<file path="config.mk">
export PLATFORM = sky130hd
export DESIGN_NAME = mem_access_unit_flat
export DESIGN_NICKNAME = d
export VERILOG_FILES = /design/src/rtl/mem_pkg.sv /design/src/rtl/mem_access_unit_if.sv /design/src/rtl/mem_lane_align.sv /design/src/rtl/mem_access_unit.sv /design/src/flat_wrapper.sv
export SDC_FILE = /design/constraint.sdc
export NUM_CORES = 1
export LEC_CHECK = 0
export CORE_UTILIZATION = 40
export CTS_BUF_LIST = sky130_fd_sc_hd__clkbuf_4 sky130_fd_sc_hd__clkbuf_8 sky130_fd_sc_hd__clkbuf_16
export CTS_CLUSTER_DIAMETER = 100
export DETAILED_ROUTE_END_ITERATION = 7
export GPL_ROUTABILITY_DRIVEN = 0
export PLACE_DENSITY = 0.76
export SETUP_SLACK_MARGIN = 0.3
export SLEW_MARGIN = 20
export SYNTH_ARGS = -nofsm -noshare
export SYNTH_HDL_FRONTEND = slang
export SYNTH_SLANG_ARGS = --single-unit
</file>
<file path="constraint.sdc">
create_clock -name clk -period 4.3 [get_ports clk]
set_input_delay 0.86 -clock clk [delete_from_list [all_inputs] [get_ports clk]]
set_output_delay 0.86 -clock clk [all_outputs]
set_load 0.005 [all_outputs]
</file>
<file path="src/rtl/mem_pkg.sv">
// Shared types for the MEM-stage load/store engine: access sizes,
// FSM states and the byte-lane strobe helper.
package mem_pkg;

  localparam int XLEN = 64;

  typedef enum logic [1:0] {
    MSZ_B,
    MSZ_H,
    MSZ_W,
    MSZ_D
  } msize_e;

  typedef enum logic [1:0] {
    IDLE,
    BUSY,
    DONE
  } memu_state_e;

  // (2^(2^size) - 1) << off, built wide then cut back to the 8 lanes.
  function automatic logic [7:0] strobe_of(msize_e size, logic [2:0] off);
    logic [15:0] m;
    m = ((16'd1 << (5'd1 << size)) - 16'd1) << off;
    return m[7:0];
  endfunction

endpackage

</file>
<file path="src/rtl/mem_access_unit_if.sv">
// Request/ack data bus between the MEM stage and memory.
// master: dreq_* out, dresp_* in.  slave: the reverse.
interface mem_access_unit_if #(
  parameter int XLEN = 64
);

  logic            dreq_valid;
  logic            dreq_wen;
  logic [XLEN-1:0] dreq_addr;
  logic [1:0]      dreq_size;
  logic [7:0]      dreq_strobe;
  logic [XLEN-1:0] dreq_wdata;
  logic            dresp_data_ok;
  logic [XLEN-1:0] dresp_rdata;

  modport master (
    output dreq_valid, dreq_wen, dreq_addr,
    output dreq_size, dreq_strobe, dreq_wdata,
    input  dresp_data_ok, dresp_rdata
  );

  modport slave (
    input  dreq_valid, dreq_wen, dreq_addr,
    input  dreq_size, dreq_strobe, dreq_wdata,
    output dresp_data_ok, dresp_rdata
  );

endinterface

</file>
<file path="src/rtl/mem_lane_align.sv">
// Byte-lane steering: store shift/strobe and load shift/extend.
// st_*: size/off/wr/data -> strobe/data.  ld_*: size/off/unsigned/raw -> data.
module mem_lane_align
  import mem_pkg::*;
#(
  parameter int XLEN = 64
) (
  input  msize_e          st_size_i,
  input  logic [2:0]      st_off_i,
  input  logic            st_wr_i,
  input  logic [XLEN-1:0] st_data_i,
  output logic [7:0]      st_strobe_o,
  output logic [XLEN-1:0] st_data_o,
  input  msize_e          ld_size_i,
  input  logic [2:0]      ld_off_i,
  input  logic            ld_unsigned_i,
  input  logic [XLEN-1:0] ld_raw_i,
  output logic [XLEN-1:0] ld_data_o
);

  logic [XLEN-1:0] sh;
  logic            sx;

  assign st_strobe_o = st_wr_i ? strobe_of(st_size_i, st_off_i) : 8'd0;
  assign st_data_o   = st_data_i << {st_off_i, 3'b000};

  // Bytes shifted in from past lane 7 are zero, so a
  // lane-crossing load sees 0 in its upper bytes.
  assign sh = ld_raw_i >> {ld_off_i, 3'b000};

  always_comb begin
    sx        = 1'b0;
    ld_data_o = sh;
    unique case (ld_size_i)
      MSZ_B: begin
        sx        = ~ld_unsigned_i & sh[7];
        ld_data_o = {{(XLEN-8){sx}}, sh[7:0]};
      end
      MSZ_H: begin
        sx        = ~ld_unsigned_i & sh[15];
        ld_data_o = {{(XLEN-16){sx}}, sh[15:0]};
      end
      MSZ_W: begin
        sx        = ~ld_unsigned_i & sh[31];
        ld_data_o = {{(XLEN-32){sx}}, sh[31:0]};
      end
      MSZ_D: ld_data_o = sh;
    endcase
  end

endmodule

</file>
<file path="src/rtl/mem_access_unit.sv">
// MEM-stage load/store engine: runs the EXE_MEM access on the data bus,
// stalls the pipe until ack, returns extended load data.
// Ports: clk, rst_n (sync, active-low), mem_* access, hold, bus (master),
// stallreq_from_memu, ld_data, ld_valid; misalign_o only with
// MEMU_MISALIGN_TRAP_EN defined (misaligned accesses skip the bus).
module mem_access_unit
  import mem_pkg::*;
#(
  parameter int XLEN = 64
) (
  input  logic            clk,
  input  logic            rst_n,
  input  logic            mem_valid,
  input  logic            mem_rd,
  input  logic            mem_wr,
  input  logic [1:0]      mem_size,
  input  logic            mem_unsigned,
  input  logic [XLEN-1:0] mem_addr,
  input  logic [XLEN-1:0] mem_wdata,
  input  logic            hold,
  mem_access_unit_if.master bus,
  output logic            stallreq_from_memu,
  output logic [XLEN-1:0] ld_data,
  output logic            ld_valid
`ifdef MEMU_MISALIGN_TRAP_EN
  ,
  output logic            misalign_o
`endif
);

  memu_state_e     state_q;
  logic            dreq_valid_q;
  logic            wen_q;
  logic [XLEN-1:0] addr_q;
  logic [1:0]      size_q;
  logic [7:0]      strobe_q;
  logic [XLEN-1:0] wdata_q;
  logic            rd_q;
  logic            uns_q;
  logic [XLEN-1:0] ld_data_q;
  logic            ld_valid_q;

  logic            acc;
  logic            trap;
  logic [7:0]      st_strobe;
  logic [XLEN-1:0] st_wdata;
  logic [XLEN-1:0] ld_ext;

  assign acc = mem_valid & (mem_rd | mem_wr);
  assign stallreq_from_memu = acc & (state_q != DONE);

`ifdef MEMU_MISALIGN_TRAP_EN
  logic mis_q;

  always_comb begin
    trap = 1'b0;
    unique case (1'b1)
      mem_size == 2'd1: trap = mem_addr[0];
      mem_size == 2'd2: trap = |mem_addr[1:0];
      mem_size == 2'd3: trap = |mem_addr[2:0];
      default:          trap = 1'b0;
    endcase
  end

  always_ff @(posedge clk) begin
    if (!rst_n) begin
      mis_q <= 1'b0;
    end else if (state_q == IDLE && acc && trap) begin
      mis_q <= 1'b1;
    end else if (state_q == DONE && !hold) begin
      mis_q <= 1'b0;
    end
  end

  assign misalign_o = mis_q;
`else
  assign trap = 1'b0;
`endif

  mem_lane_align #(
    .XLEN (XLEN)
  ) u_align (
    .st_size_i     (msize_e'(mem_size)),
    .st_off_i      (mem_addr[2:0]),
    .st_wr_i       (mem_wr),
    .st_data_i     (mem_wdata),
    .st_strobe_o   (st_strobe),
    .st_data_o     (st_wdata),
    .ld_size_i     (msize_e'(size_q)),
    .ld_off_i      (addr_q[2:0]),
    .ld_unsigned_i (uns_q),
    .ld_raw_i      (bus.dresp_rdata),
    .ld_data_o     (ld_ext)
  );

  always_ff @(posedge clk) begin
    if (!rst_n) begin
      state_q      <= IDLE;
      dreq_valid_q <= 1'b0;
      wen_q        <= 1'b0;
      addr_q       <= '0;
      size_q       <= 2'd0;
      strobe_q     <= 8'd0;
      wdata_q      <= '0;
      rd_q         <= 1'b0;
      uns_q        <= 1'b0;
      ld_data_q    <= '0;
      ld_valid_q   <= 1'b0;
    end else begin
      unique case (state_q)
        IDLE: begin
          if (acc && trap) begin
            state_q <= DONE;
          end else if (acc) begin
            state_q      <= BUSY;
            dreq_valid_q <= 1'b1;
            wen_q        <= mem_wr;
            addr_q       <= mem_addr;
            size_q       <= mem_size;
            strobe_q     <= st_strobe;
            wdata_q      <= st_wdata;
            rd_q         <= mem_rd;
            uns_q        <= mem_unsigned;
          end
        end
        BUSY: begin
          if (bus.dresp_data_ok) begin
            state_q      <= DONE;
            dreq_valid_q <= 1'b0;
            ld_valid_q   <= rd_q;
            ld_data_q    <= rd_q ? ld_ext : '0;
          end
        end
        DONE: begin
          // Held instruction must not be reissued.
          if (!hold) begin
            state_q    <= IDLE;
            ld_valid_q <= 1'b0;
            ld_data_q  <= '0;
          end
        end
        default: state_q <= IDLE;
      endcase
    end
  end

  assign bus.dreq_valid  = dreq_valid_q;
  assign bus.dreq_wen    = wen_q;
  assign bus.dreq_addr   = addr_q;
  assign bus.dreq_size   = size_q;
  assign bus.dreq_strobe = strobe_q;
  assign bus.dreq_wdata  = wdata_q;
  assign ld_data         = ld_data_q;
  assign ld_valid        = ld_valid_q;

  a_no_flush_in_busy: assert property (
    @(posedge clk) disable iff (!rst_n)
    (state_q == BUSY) |-> mem_valid
  );

  a_rd_wr_excl: assert property (
    @(posedge clk) disable iff (!rst_n)
    !(mem_valid & mem_rd & mem_wr)
  );

endmodule

</file>
<file path="src/flat_wrapper.sv">
// flat-port wrapper written by rule: the top's interface ports become plain ports
module mem_access_unit_flat import mem_pkg::*;
#(
  parameter int XLEN = 64
)
  (clk, rst_n, mem_valid, mem_rd, mem_wr, mem_size, mem_unsigned, mem_addr, mem_wdata, hold, stallreq_from_memu, ld_data, ld_valid, bus_dreq_valid, bus_dreq_wen, bus_dreq_addr, bus_dreq_size, bus_dreq_strobe, bus_dreq_wdata, bus_dresp_data_ok, bus_dresp_rdata);
  mem_access_unit_if #(.XLEN(XLEN)) bus_i ();
  input  logic clk;
  input  logic rst_n;
  input  logic mem_valid;
  input  logic mem_rd;
  input  logic mem_wr;
  input  logic [1:0] mem_size;
  input  logic mem_unsigned;
  input  logic [XLEN-1:0] mem_addr;
  input  logic [XLEN-1:0] mem_wdata;
  input  logic hold;
  output logic stallreq_from_memu;
  output logic [XLEN-1:0] ld_data;
  output logic ld_valid;
  output wire logic [$bits(bus_i.dreq_valid)-1:0] bus_dreq_valid;
  output wire logic [$bits(bus_i.dreq_wen)-1:0] bus_dreq_wen;
  output wire logic [$bits(bus_i.dreq_addr)-1:0] bus_dreq_addr;
  output wire logic [$bits(bus_i.dreq_size)-1:0] bus_dreq_size;
  output wire logic [$bits(bus_i.dreq_strobe)-1:0] bus_dreq_strobe;
  output wire logic [$bits(bus_i.dreq_wdata)-1:0] bus_dreq_wdata;
  input wire logic [$bits(bus_i.dresp_data_ok)-1:0] bus_dresp_data_ok;
  input wire logic [$bits(bus_i.dresp_rdata)-1:0] bus_dresp_rdata;
  assign bus_dreq_valid = bus_i.dreq_valid;
  assign bus_dreq_wen = bus_i.dreq_wen;
  assign bus_dreq_addr = bus_i.dreq_addr;
  assign bus_dreq_size = bus_i.dreq_size;
  assign bus_dreq_strobe = bus_i.dreq_strobe;
  assign bus_dreq_wdata = bus_i.dreq_wdata;
  assign bus_i.dresp_data_ok = bus_dresp_data_ok;
  assign bus_i.dresp_rdata = bus_dresp_rdata;
  mem_access_unit #(.XLEN(XLEN)) u_core (.clk(clk), .rst_n(rst_n), .mem_valid(mem_valid), .mem_rd(mem_rd), .mem_wr(mem_wr), .mem_size(mem_size), .mem_unsigned(mem_unsigned), .mem_addr(mem_addr), .mem_wdata(mem_wdata), .hold(hold), .bus(bus_i), .stallreq_from_memu(stallreq_from_memu), .ld_data(ld_data), .ld_valid(ld_valid));
endmodule
</file>
* After elaboration in Yosys (flattened, before gate mapping)
Cells that the tools add are included.
Word-level totals: bits in registers 209, input bits 202, output and inout port bits 206, logic and storage cells 57
Cells by class: add/subtract/negate cells 1, equal/unequal tests 9, shift operators 5, muxes and demuxes 16, bitwise logic cells 7, reductions and logical operators 8
Operator list (number):
- case mux 64 bit (4 select lines) | 1
- two-way mux 64 bit | 3
- case mux 64 bit (2 select lines) | 1
- left shift 64 x 6 -> 64 bit | 1
- right shift 64 x 6 -> 64 bit | 1
- left shift 1 x 5 -> 16 bit, first input constant | 1
- left shift 16 x 3 -> 8 bit | 1
- subtractor 16 x 1 -> 16 bit, second input constant | 1
- AND reduction 3 bit | 3
- two-way mux 8 bit | 1
- equality test 2 bit, second input constant | 3
- two-way mux 2 bit | 3
- inequality test 2 bit, second input constant | 3
- case mux 2 bit (3 select lines) | 1
- bitwise AND 1 bit | 5
- left shift 1 x 2 -> 5 bit, first input constant | 1
- equality test 2 x 1 -> 1 bit, second input constant | 2
- zero test 2 bit | 2
- two-way mux 1 bit | 4
- case mux 1 bit (2 select lines) | 2
- nonzero test 2 bit | 2
- inequality test 2 x 1 -> 1 bit, second input constant | 1
- AND reduction 2 bit | 1
- inverter 1 bit | 1
- bitwise OR 1 bit | 1

* Depth between registers and ports, before layout
Gate-level depths: netlist (run 1).
depth after elaboration 6, depth in mapped cells 8, gate-level depth less buffers 5

* Modules after synthesis
A second synthesis (run 1) with hierarchy kept.
Second synthesis, totals: cells, all modules 1364, area total of the unflattened synthesis 12061.6 um^2
By module, submodules not included:
- mem_access_unit | times used 1, cells each 773, area each 7698.6 um^2, seq. area each 4184.0 um^2
- mem_lane_align | times used 1, cells each 591, area each 4362.9 um^2, seq. area each 0.0 um^2

* Worst setup path before layout (run 1)
OpenSTA, ideal clock, no wires.
kind input to register, start input port bus_dresp_rdata[39], end register u_core.ld_data_q[25] (netlist: u_core.ld_data[25]), setup time 0.117 ns, arrival 2.324 ns, data required time 4.183 ns, slack 1.859 ns, stages 7, path buffers 2, cells stage by stage mux2_4 -> or3b_1 -> and4_1 -> buf_6 -> o21a_4 -> buf_6 -> a22o_1
On the way: longest elaborated chain between the ends 6, elaborated cells between the ends (all ways) 7, classes of those cells shift: 1; mux: 4; bitwise: 2
Ends and longest elaborated chain:
- start: declaration | RTL line flat_wrapper.sv:28 | input wire logic [$bits(bus_i.dresp_rdata)-1:0] bus_dresp_rdata;
- right shift 64 x 6 -> 64 bit * | RTL line mem_lane_align.sv:29 | assign sh = ld_raw_i >> {ld_off_i, 3'b000};
- bitwise AND 1 bit, on equally long branches | RTL line mem_lane_align.sv:40, mem_lane_align.sv:36
- case mux 64 bit (4 select lines) * | RTL line mem_lane_align.sv:34 | unique case (ld_size_i)
- two-way mux 64 bit * | RTL line mem_access_unit.sv:131 | ld_data_q <= rd_q ? ld_ext : '0;
- two-way mux 64 bit * | RTL line mem_access_unit.sv:127 | if (bus.dresp_data_ok) begin
- case mux 64 bit (2 select lines) * | RTL line mem_access_unit.sv:110 | unique case (state_q)
- end signal: assignment | RTL line mem_access_unit.sv:131
- end: declaration | RTL line mem_access_unit.sv:40 | logic [XLEN-1:0] ld_data_q;
Every way passes the cells marked *; elsewhere a longest branch is shown, timed or not. The select of a mux whose other input is x is not followed. A chain may end at the register's enable or synchronous reset.

* Worst setup path in the final report (run 1)
start input port mem_wr, end output port stallreq_from_memu
On the way: longest elaborated chain between the ends 3
Ends and longest elaborated chain:
- start: declaration | RTL line flat_wrapper.sv:12 | input logic mem_wr;
- bitwise OR 1 bit | RTL line mem_access_unit.sv:49 | assign acc = mem_valid & (mem_rd | mem_wr);
- bitwise AND 1 bit | RTL line mem_access_unit.sv:49
- bitwise AND 1 bit | RTL line mem_access_unit.sv:50 | assign stallreq_from_memu = acc & (state_q != DONE);
- end: declaration | RTL line flat_wrapper.sv:18 | output logic stallreq_from_memu;
Every way passes these cells.

==> results of run 1 <==
-- tightest hold or removal path, stage by stage (launching register included) --
cell and delay, ns:
dfxtp_1 0.31, nand2_1 0.04, a21boi_0 0.06
-- through the flow --
| stage | hold slack, ns | setup slack [ns] |
|---|---|---|
| final | 0.462 | 1.14 |
| after floorplan | 0.443 | 1.86 |
| after global routing | 0.491 | 1.09 |
| after detailed placement | 0.456 | 0.894 |
| after global placement | 0.451 | 1.00 |
| after CTS | 0.465 | 1.12 |
-- cells by family after synthesis --
group	Yosys count	synth area share, %
DFF	209	37.4
and+or+nand+nor	407	16.3
muxes	161	19.0
AOI/OAI and AO/OA	343	22.5
buffers and inverters	126	4.76
-- Yosys cell counts (14+ instances only) --
library cell    n
clkbuf_1       73
mux4_2         39
buf_2          20
nor2b_1        51
a22o_1         16
buf_1          21
a22oi_1        75
nand2_1       256
a21boi_0       84
o22ai_1        18
mux2i_1       108
dfxtp_1       209
nand3_1        15
o211a_1        24
nor2_1         33
o211ai_1       14
a21oi_1        30
o21ai_0        34
-- cell type report --
| type | instances | area, um^2 | area share, % |
|---|---|---|---|
| clock inverter | 11 | 140 | 0.865 |
| tap | 372 | 465 | 2.87 |
| sequential | 209 | 4190 | 25.9 |
| inverter | 6 | 22.5 | 0.139 |
| antenna | 2 | 5.00 | 0.0309 |
| multi-input combinational | 911 | 6470 | 40.0 |
| clock buffer | 31 | 696 | 4.30 |
| timing repair buffer | 424 | 4200 | 26.0 |
-- per-layer routing --
layer | vias up | part of all wire [%]
li1 | 5174 | -
met1 | 5321 | 39
met2 | 602 | 47
met3 | 87 | 10
met4 | 0 | 4.1
met5 | - | 0
-- power groups by stage --
stage	sequential [mW]	clock, mW	combinational, mW
3_5_place_dp	2.13	0	1.07
3_3_place_gp	2.13	0	1.06
4_1_cts	2.09	2.22	1.08
2_1_floorplan	2.12	0	0.532
6_report	2.09	2.18	1.08
5_1_grt	2.10	2.29	1.16
-- how the worst max path moves through the flow --
stage / endpoint / slack [ns]
floorplan: u_core.ld_data[25] / 1.86
global placement: u_core.ld_data[62] / 1.00
detailed placement: u_core.ld_data[58] / 0.89
CTS: stallreq_from_memu / 1.12
global route: stallreq_from_memu / 1.09
finish: stallreq_from_memu / 1.14
-- sequential cells by signal (all words and copies together), names as in the netlist --
| register | count |
|---|---|
| u_core.bus.dreq_valid | 1 |
| u_core.bus.dreq_addr | 64 |
| u_core.state_q | 2 |
| u_core.bus.dreq_wdata | 64 |
| u_core.rd_q | 1 |
| u_core.bus.dreq_size | 2 |
| u_core.ld_data | 64 |
| u_core.uns_q | 1 |
| u_core.bus.dreq_wen | 1 |
| u_core.bus.dreq_strobe | 8 |
| u_core.ld_valid | 1 |
==> metrics.txt, run 1 <==
IO Count about 410; worst min path class reg -> reg; Total Neg Setup Slack 0 ns; RSZ-0062 raised after global routing no; synthesized area per cell roughly 9.0 um^2; Levels on crit path 4; Post-CTS Setup Bufs 0; Layout Skew roughly 0.012 ns; max-capacitance violation count 0; WL/cell about 21 um; drt initial violations 1112; number of flops mapped to enable cells by yosys 0; post-route ant nets 0; delay of the slowest critical-path stage ~0.64 ns; drt pass-1 iters 6; crit end category output pin; final std cells w/o fill 1966; nets about 1.8k; Post-synth top flop dfxtp_1; share of cells above drive strength 1 under 10%; commonest cells after routing, fill and taps aside clkdlybuf4s50_1 (404), nand2_1 (256), dfxtp_1 (206), mux2i_1 (108), a21boi_0 (84); fill count between 2k and 2.5k; Final period util between 70% and 80%; worst skew pair latency 0.52 ns; top cells by area, synth dfxtp_1 (37%), mux2i_1 (9.7%), nand2_1 (8.6%); gr usage total about 28%; routing usage on met3 roughly 7.7%; Post-Place Cells roughly 1.9k; P per Cell Area around 330 nW/um^2; most used cell, CP clkdlybuf4s50_1; CTS Buf Count 24; Max-slew headroom about a third; routed vias/inst approximately 5.7; r2r setup slk ~1.5 ns; Gate power share about a fifth; Worst Setup Start Kind primary input; # resized after CTS 0; PortBufs approximately 400; status complete, no violations; Sink Count about 210; die area between 20000 and 30000 um^2; minimum clock period 3.16 ns; Max FO, Critical Path 7; clock root buffer clkbuf_16; area delta synth->final 44.9%; # setup viols final 0; largest net degree at the start of global routing 95; post-route cell area ~16000 um^2; hold path start u_core.bus.dreq_addr[37]; post-synth top area cell dfxtp_1; crit-path cells clkdlybuf4s50_1, o21ai_1, nor2_1, clkdlybuf4s50_1; Achievable Freq between 300 and 400 MHz; Synth Instances between 1k and 1.5k; sequential power share between 30 and 40%; post-synthesis sequential area ratio between 30% and 40%; Ys Warns 0; Synth cell types 54; FFs w/ async S/R, synth 0%; Least-Margin Pin Slew slightly above 1 ns; first-pass GRT wire length 62.2 mm; Std-Cell Rows 60; sw power between 1 and 1.5 mW; final hold violations 0; top-area cell type share of the netlist area ~37%; CP delay by family, top buffers and inverters; worst r2r src u_core.bus.dreq_addr[1]; max-slew violations 0; Overflow after GRT 0; Die Y 169 um; GR Util met1 around 33%; Internal Pwr Total around 3.9 mW; leak pwr 5.84 nW; die width around 170 um; commonest non-fill, non-tap cell in the layout clkdlybuf4s50_1; RR Endpoint u_core.ld_data[44]; Core Box Area 27200 um^2; HPWL after detailed placement roughly 30 mm; total number of vias about 11k; post-synthesis register bit count 209; Req. time, crit path 3.44 ns; WL final around 41 mm; initial antenna violation count 2; R2R cell count 7; clock network power share about two fifths; Post-DP Area 15400 um^2; GR Layer Usage met2 a little under half; Crit-path slowest cell clkdlybuf4s50_1; WHS Path Cells 2; switching share of total power roughly 27%; hold endpoint u_core.bus.dreq_addr[37]; Reg clk slew, reported paths 0.06 ns; CP Class in -> out; worst path arrival time about 2.3 ns; Synthesized Nets between 1k and 1.5k; Netlist Area Pre-Place 11200 um^2; CTS tree yes; vias in the first global route around 11k; H-tree levels 1; Tot Pwr ~5.4 mW; DR DRC count 0; worst path bufs/invs 2; Starting Density 41.1%; Clock Path Buffers 3; hold_buf cts 0; Final Util just under 60%; GRT busiest layer met2; Max VDD drop approximately 0.00024 V; CP Launch Point mem_wr
No activity file was read; power rests on OpenSTA's default activity.
==> run 2: changes to the inputs <==
- PLACE_DENSITY: 0.76 -> 0.79
- clock period: 4.3 -> 2.57 ns (I/O delays scaled with it)
==> run 2 against run 1 <==
Net effect:
- cell count grew 2.6%
- worst setup slack got worse by 0.79 ns
- register-to-register slack got worse by 1.0 ns
- count of clock-buffer cells in the layout is 2 higher
- power up 69%
- clock skew about the same
- first-iteration DRC count increased by 7.9%
- final area rose by 3.4%
- largest power group unchanged
- highest routed layer unchanged
==> metrics.txt, run 2 (synthesis gave the netlist of run 1 again) <==
Clock Path Buffers 3 (unchanged); RR Endpoint u_core.ld_data[52]; commonest cells after routing, fill and taps aside clkdlybuf4s50_1 (402), nand2_1 (256), dfxtp_1 (205), mux2i_1 (108), a21boi_0 (84); GR Util met1 34.9% (+1.7 points); Max VDD drop 0.000465 V (+96%); Die Y 169 um (unchanged); commonest non-fill, non-tap cell in the layout clkdlybuf4s50_1; Achievable Freq between 400 and 500 MHz; Max FO, Critical Path 19 (+12); Std-Cell Rows 60 (unchanged); DR DRC count 0 (unchanged); Max-slew headroom 43.2% (+12 points); CTS tree yes; max-slew violations 0 (unchanged); nets 1827 (+2.8%); leak pwr 6.16 nW (+5.5%); Sink Count 209 (unchanged); drt pass-1 iters 5 (-1); R2R cell count 6 (-1); initial antenna violation count 3 (+1); vias in the first global route 11.2k (+2.8%); die width 169 um (unchanged); r2r setup slk 0.41 ns (-1.04 ns); routed vias/inst 5.74 (+0.94%); CP endpoint bus_dreq_size[1]; Crit-path slowest cell clkdlybuf4s50_1; Worst Setup Start Kind flop; post-route cell area 16700 um^2 (+3.4%); CP Class reg -> out; final std cells w/o fill 2017 (+2.6%); GRT busiest layer met2; final hold violations 0 (unchanged); HPWL after detailed placement 31.1 mm (+4.8%); status complete, no violations; fill count 2303 (-1.7%); PortBufs 407 (unchanged); routing usage on met3 6.67% (-1.0 points); # setup viols final 0 (unchanged); H-tree levels 1 (unchanged); P per Cell Area 541 nW/um^2 (+63%); Tot Pwr 9.05 mW (+69%); register area 4190 um^2 (about the same); Core Box Area 27200 um^2 (unchanged); Layout Skew 0.0112 ns (-0.000400 ns); WL final 42.7 mm (+3.4%); WL/cell 21.1 um (+0.74%); Post-DP Area 15800 um^2 (+3.2%); delay of the slowest critical-path stage 0.55 ns (-0.09 ns); Reg clk slew, reported paths 0.06 ns (about the same); die area 28600 um^2 (unchanged); GR Layer Usage met2 47.6% (+0.89 points); crit end category output pin; Least-Margin Pin Slew 0.851 ns (-0.175 ns); gr usage total 28.7% (+0.92 points); drt initial violations 1200 (+7.9%); worst path arrival time 1.71 ns (-0.59 ns); minimum clock period 2.22 ns; CP Launch Point u_core.bus.dreq_size[1]; worst r2r src u_core.bus.dreq_addr[1]; post-route ant nets 0 (unchanged); largest net degree at the start of global routing 100 (+5.3%); RSZ-0062 raised after global routing no; Setup WS pre-CTS -0.00911 ns (-0.903 ns); worst min path class in -> reg; IO Count 408 (unchanged); worst skew pair latency 0.52 ns (about the same); crit-path cells buf_4, clkdlybuf4s50_1; first-pass GRT wire length 64.4 mm (+3.6%); share of cells above drive strength 1 11.2% (+3.0 points); final worst slack 0.348 ns (-0.787 ns); total number of vias 11.6k (+3.6%); max-capacitance violation count 0 (unchanged); Post-Place Cells 1970 (+2.5%); Starting Density 41.1% (unchanged); Final Util 61.6% (+2.0 points); Final period util 86.5%; multi-input logic area 6490 um^2 (+0.33%); Overflow after GRT 0 (unchanged); area delta synth->final 49.8%; Req. time, crit path 2.06 ns (-1.38 ns); clock root buffer clkbuf_16; CTS Buf Count 24 (unchanged)
-- run 2: cell count changes in the layout (fill, tap and decap cells not counted), moves of 2 or more --
cell / previous run / this run
buf_12: 1 / 12
buf_4: 18 / 55
clkbuf_4: 2 / 0
clkbuf_8: 4 / 8
clkdlybuf4s50_1: 404 / 402
dlymetal6s2s_1: 0 / 2
-- run 2: worst min path at each step --
| stage | from | endpoint | depth (start not counted) |
|---|---|---|---|
| finish | mem_rd | u_core.rd_q | 3 |
| global route | mem_rd | u_core.rd_q | 3 |
| CTS | rst_n | u_core.bus.dreq_addr[2] | 2 |
| detailed placement | u_core.bus.dreq_addr[62] | u_core.bus.dreq_addr[62] | 2 |
| global placement | u_core.bus.dreq_addr[11] | u_core.bus.dreq_addr[11] | 2 |
| floorplan | u_core.rd_q | u_core.rd_q | 2 |
-- run 2: layer usage --
layer  up-vias  routed length [um]
met5         -                   0
met4         0                2110
met3       120                4120
met2       720               20200
met1      5474               16200
li1       5268                   -
-- run 2: repair_timing --
item	in CTS	in global routing
gates resized for setup	3	6
setup endpoints to repair	2	34
hold buffers	0	0
buffers inserted	0	1
hold endpoints to repair	0	0
-- run 2: stage by stage --
step                      hold WS (ns)  TNS [ns]
after floorplan                  0.443         0
after global placement           0.449         0
after detailed placement         0.455   -0.0414
after CTS                        0.399         0
after global routing             0.414         0
final                            0.382         0
-- run 2: critical path, delay by kind of cell, from the launching register on --
family   cells  cell delay (ns)
buf+inv      2             0.83
flops        1             0.36
-- run 2: cell type report --
| class | instances | share of cell area (%) |
|---|---|---|
| Antenna cell | 3 | 0.0448 |
| Clock buffer | 33 | 4.39 |
| Clock inverter | 10 | 0.643 |
| Inverter | 6 | 0.135 |
| Multi-Input combinational cell | 911 | 38.8 |
| Sequential cell | 209 | 25.1 |
| Tap cell | 372 | 2.78 |
| Timing Repair Buffer | 473 | 28.2 |
-- run 2: report_power, final --
part / switching [mW] / internal, mW
combinational: 0.918 / 1.02
clock: 1.42 / 2.20
sequential: 0.108 / 3.39
==> run 3: changes to the inputs <==
- CAP_MARGIN: default -> 15
- CORE_UTILIZATION: 40 -> 41
- PLACE_DENSITY: 0.79 -> 0.81
==> run 3 against run 2 <==
Net effect:
- register-to-register slack improved by 0.04 ns
- critical path depth unchanged
- flip-flop and latch count did not move
- clock power down 3%
- worst hold slack improved by 0.065 ns
- clock skew about the same
- wire length is 0.36% lower
- worst setup slack gained 0.069 ns
- non-clock buffer count shrank 8
- sequential power hardly changed
- count of clock-buffer cells in the layout increased by 5
- power shrank 0.96%
- critical path type unchanged
==> metrics.txt, run 3 (synthesis gave the netlist of run 1 again) <==
status complete, no violations; max-slew violations 0 (unchanged); PortBufs 407 (unchanged); multi-input logic area 6470 um^2 (-0.23%); Overflow after GRT 0 (unchanged); Crit-path slowest cell clkdlybuf4s50_1; DR DRC count 0 (unchanged); Starting Density 41.6% (+0.46 points); Highest Signal Layer met4; total number of vias 11.6k (+0.11%); Max FO, Critical Path 15 (-4); Setup WS pre-CTS 0.00699 ns (+0.0161 ns); P per Cell Area 537 nW/um^2 (-0.60%); RSZ-0062 raised after global routing no; Achievable Freq 464 MHz (+3.2%); die width 167 um (-1.2%); Met1 Routed Length 16.0 mm (-1.4%); HPWL after detailed placement 30.6 mm (-1.6%); Met2 Routed Length 20.0 mm (-1.3%); first-pass GRT wire length 64.1 mm (-0.37%); die area 27900 um^2 (-2.4%); Post-CTS Setup Bufs 0 (unchanged); max-capacitance violation count 0 (unchanged); final hold violations 0 (unchanged); CTS Buf Count 24 (unchanged); leak pwr 6.12 nW (-0.61%); Sink Count 209 (unchanged); drt pass-1 iters 6 (+1); Core Box Area 26900 um^2 (-1.1%); clock root buffer clkbuf_16; vias in the first global route 11.2k (-0.0089%); CTS tree yes; Std-Cell Rows 60 (unchanged); crit end category output pin; delay of the slowest critical-path stage 0.50 ns (-0.05 ns); Req. time, crit path 2.06 ns (about the same); WL final 42.5 mm (-0.36%); worst min path class in -> reg; routed length on met3 4.20 mm (+1.9%); initial antenna violation count 1 (-2); Least-Margin Pin Slew 0.750 ns (-0.101 ns); fill count 2212 (-4.0%); Total Neg Setup Slack 0 ns (unchanged); WL/cell 21.5 um (+1.8%); CP Class reg -> out; share of cells above drive strength 1 10.6% (-0.61 points); routed vias/inst 5.87 (+2.2%); r2r setup slk 0.45 ns (+0.04 ns); minimum clock period 2.15 ns (-0.0686 ns); Max-slew headroom 49.9% (+6.7 points); Worst Setup Start Kind flop; worst path arrival time 1.64 ns (-0.07 ns); crit-path cells buf_4, clkdlybuf4s50_1; Final period util 83.8% (-2.7 points); worst skew pair latency 0.52 ns (about the same); IO Count 408 (unchanged); register area 4190 um^2 (about the same); nets 1819 (-0.44%); post-route ant nets 0 (unchanged); final worst slack 0.417 ns (+0.0686 ns); area delta synth->final 49.3%; Layout Skew 0.0117 ns (+0.000479 ns); Clock Path Buffers 3 (unchanged); largest net degree at the start of global routing 127 (+27%); Die Y 167 um (-1.2%); commonest cells after routing, fill and taps aside clkdlybuf4s50_1 (403), nand2_1 (256), dfxtp_1 (206), mux2i_1 (108), a21boi_0 (84); # setup viols final 0 (unchanged); drt initial violations 1302 (+8.5%); Max VDD drop 0.000434 V (-6.8%); commonest non-fill, non-tap cell in the layout clkdlybuf4s50_1; Reg clk slew, reported paths 0.06 ns (about the same); gr usage total 29.1% (+0.42 points); H-tree levels 1 (unchanged)
run 3: changes by cell type in the layout (fill, tap and decap cells not counted), sizes merged:
cell,delta
diode,-2
dlymetal6s2s,-2
clkdlybuf4s50,+1
bufinv,-1
buf,-10
bufbuf,+1
clkinv,-5
dlygate4sd2,+1
clkbuf,+6
run 3: worst max-delay path: cells and delay by family, from the launching register on:
| family | cells | cell delay (ns) |
|---|---|---|
| buffers and inverters | 2 | 0.67 |
| DFF | 1 | 0.47 |
run 3: what timing repair did:
action                                  CTS  global route
endpoints found under the setup margin    3             2
pin swaps                                 1             0
gates resized for setup                   5             1
gates cloned                              1             1
hold buffers                              0             0
run 3: stage by stage:
step                total power, mW  utilization [%]  instances  area (um^2)  hold WS, ns
global route                   9.30             62.1       1975        16700        0.451
global placement               5.42             58.8       1930        15800        0.446
finish                         8.96             62.1       1975        16700        0.448
floorplan                      4.43                -       1246        11200        0.443
detailed placement             5.46             58.8       1930        15800        0.456
CTS                            9.00             62.0       1973        16600        0.436
run 3: path summary, 6_finish.rpt:
kind / end / start / depth (start not counted)
max: bus_dreq_addr[2] / u_core.bus.dreq_addr[2] / 2
min: u_core.ld_data[12] / rst_n / 2
min reg2reg: u_core.bus.dreq_addr[62] / u_core.bus.dreq_addr[62] / 2
max reg2reg: u_core.ld_data[56] / u_core.bus.dreq_addr[1] / 8
run 3: cell type report:
cell class | count | area share (%)
Antenna cell | 1 | 0.0150
Clock buffer | 38 | 4.60
Clock inverter | 4 | 0.270
Inverter | 6 | 0.135
Multi-Input combinational cell | 911 | 38.8
Sequential cell | 209 | 25.1
Tap cell | 341 | 2.56
Timing Repair Buffer | 465 | 28.5
run 3: power breakdown:
part | leakage, nW | switching, mW | internal, mW
Sequential | 1.70 | 0.0975 | 3.39
Clock | 0.412 | 1.38 | 2.13
Combinational | 4.01 | 0.930 | 1.03
Total | 6.12 | 2.41 | 6.55
run 3: routing by layer:
metal,global-route usage [%],vias up
met3,7.18,145
met4,16.5,0
met5,0,-
li1,-,5259
met1,33.9,5435
met2,48.8,756
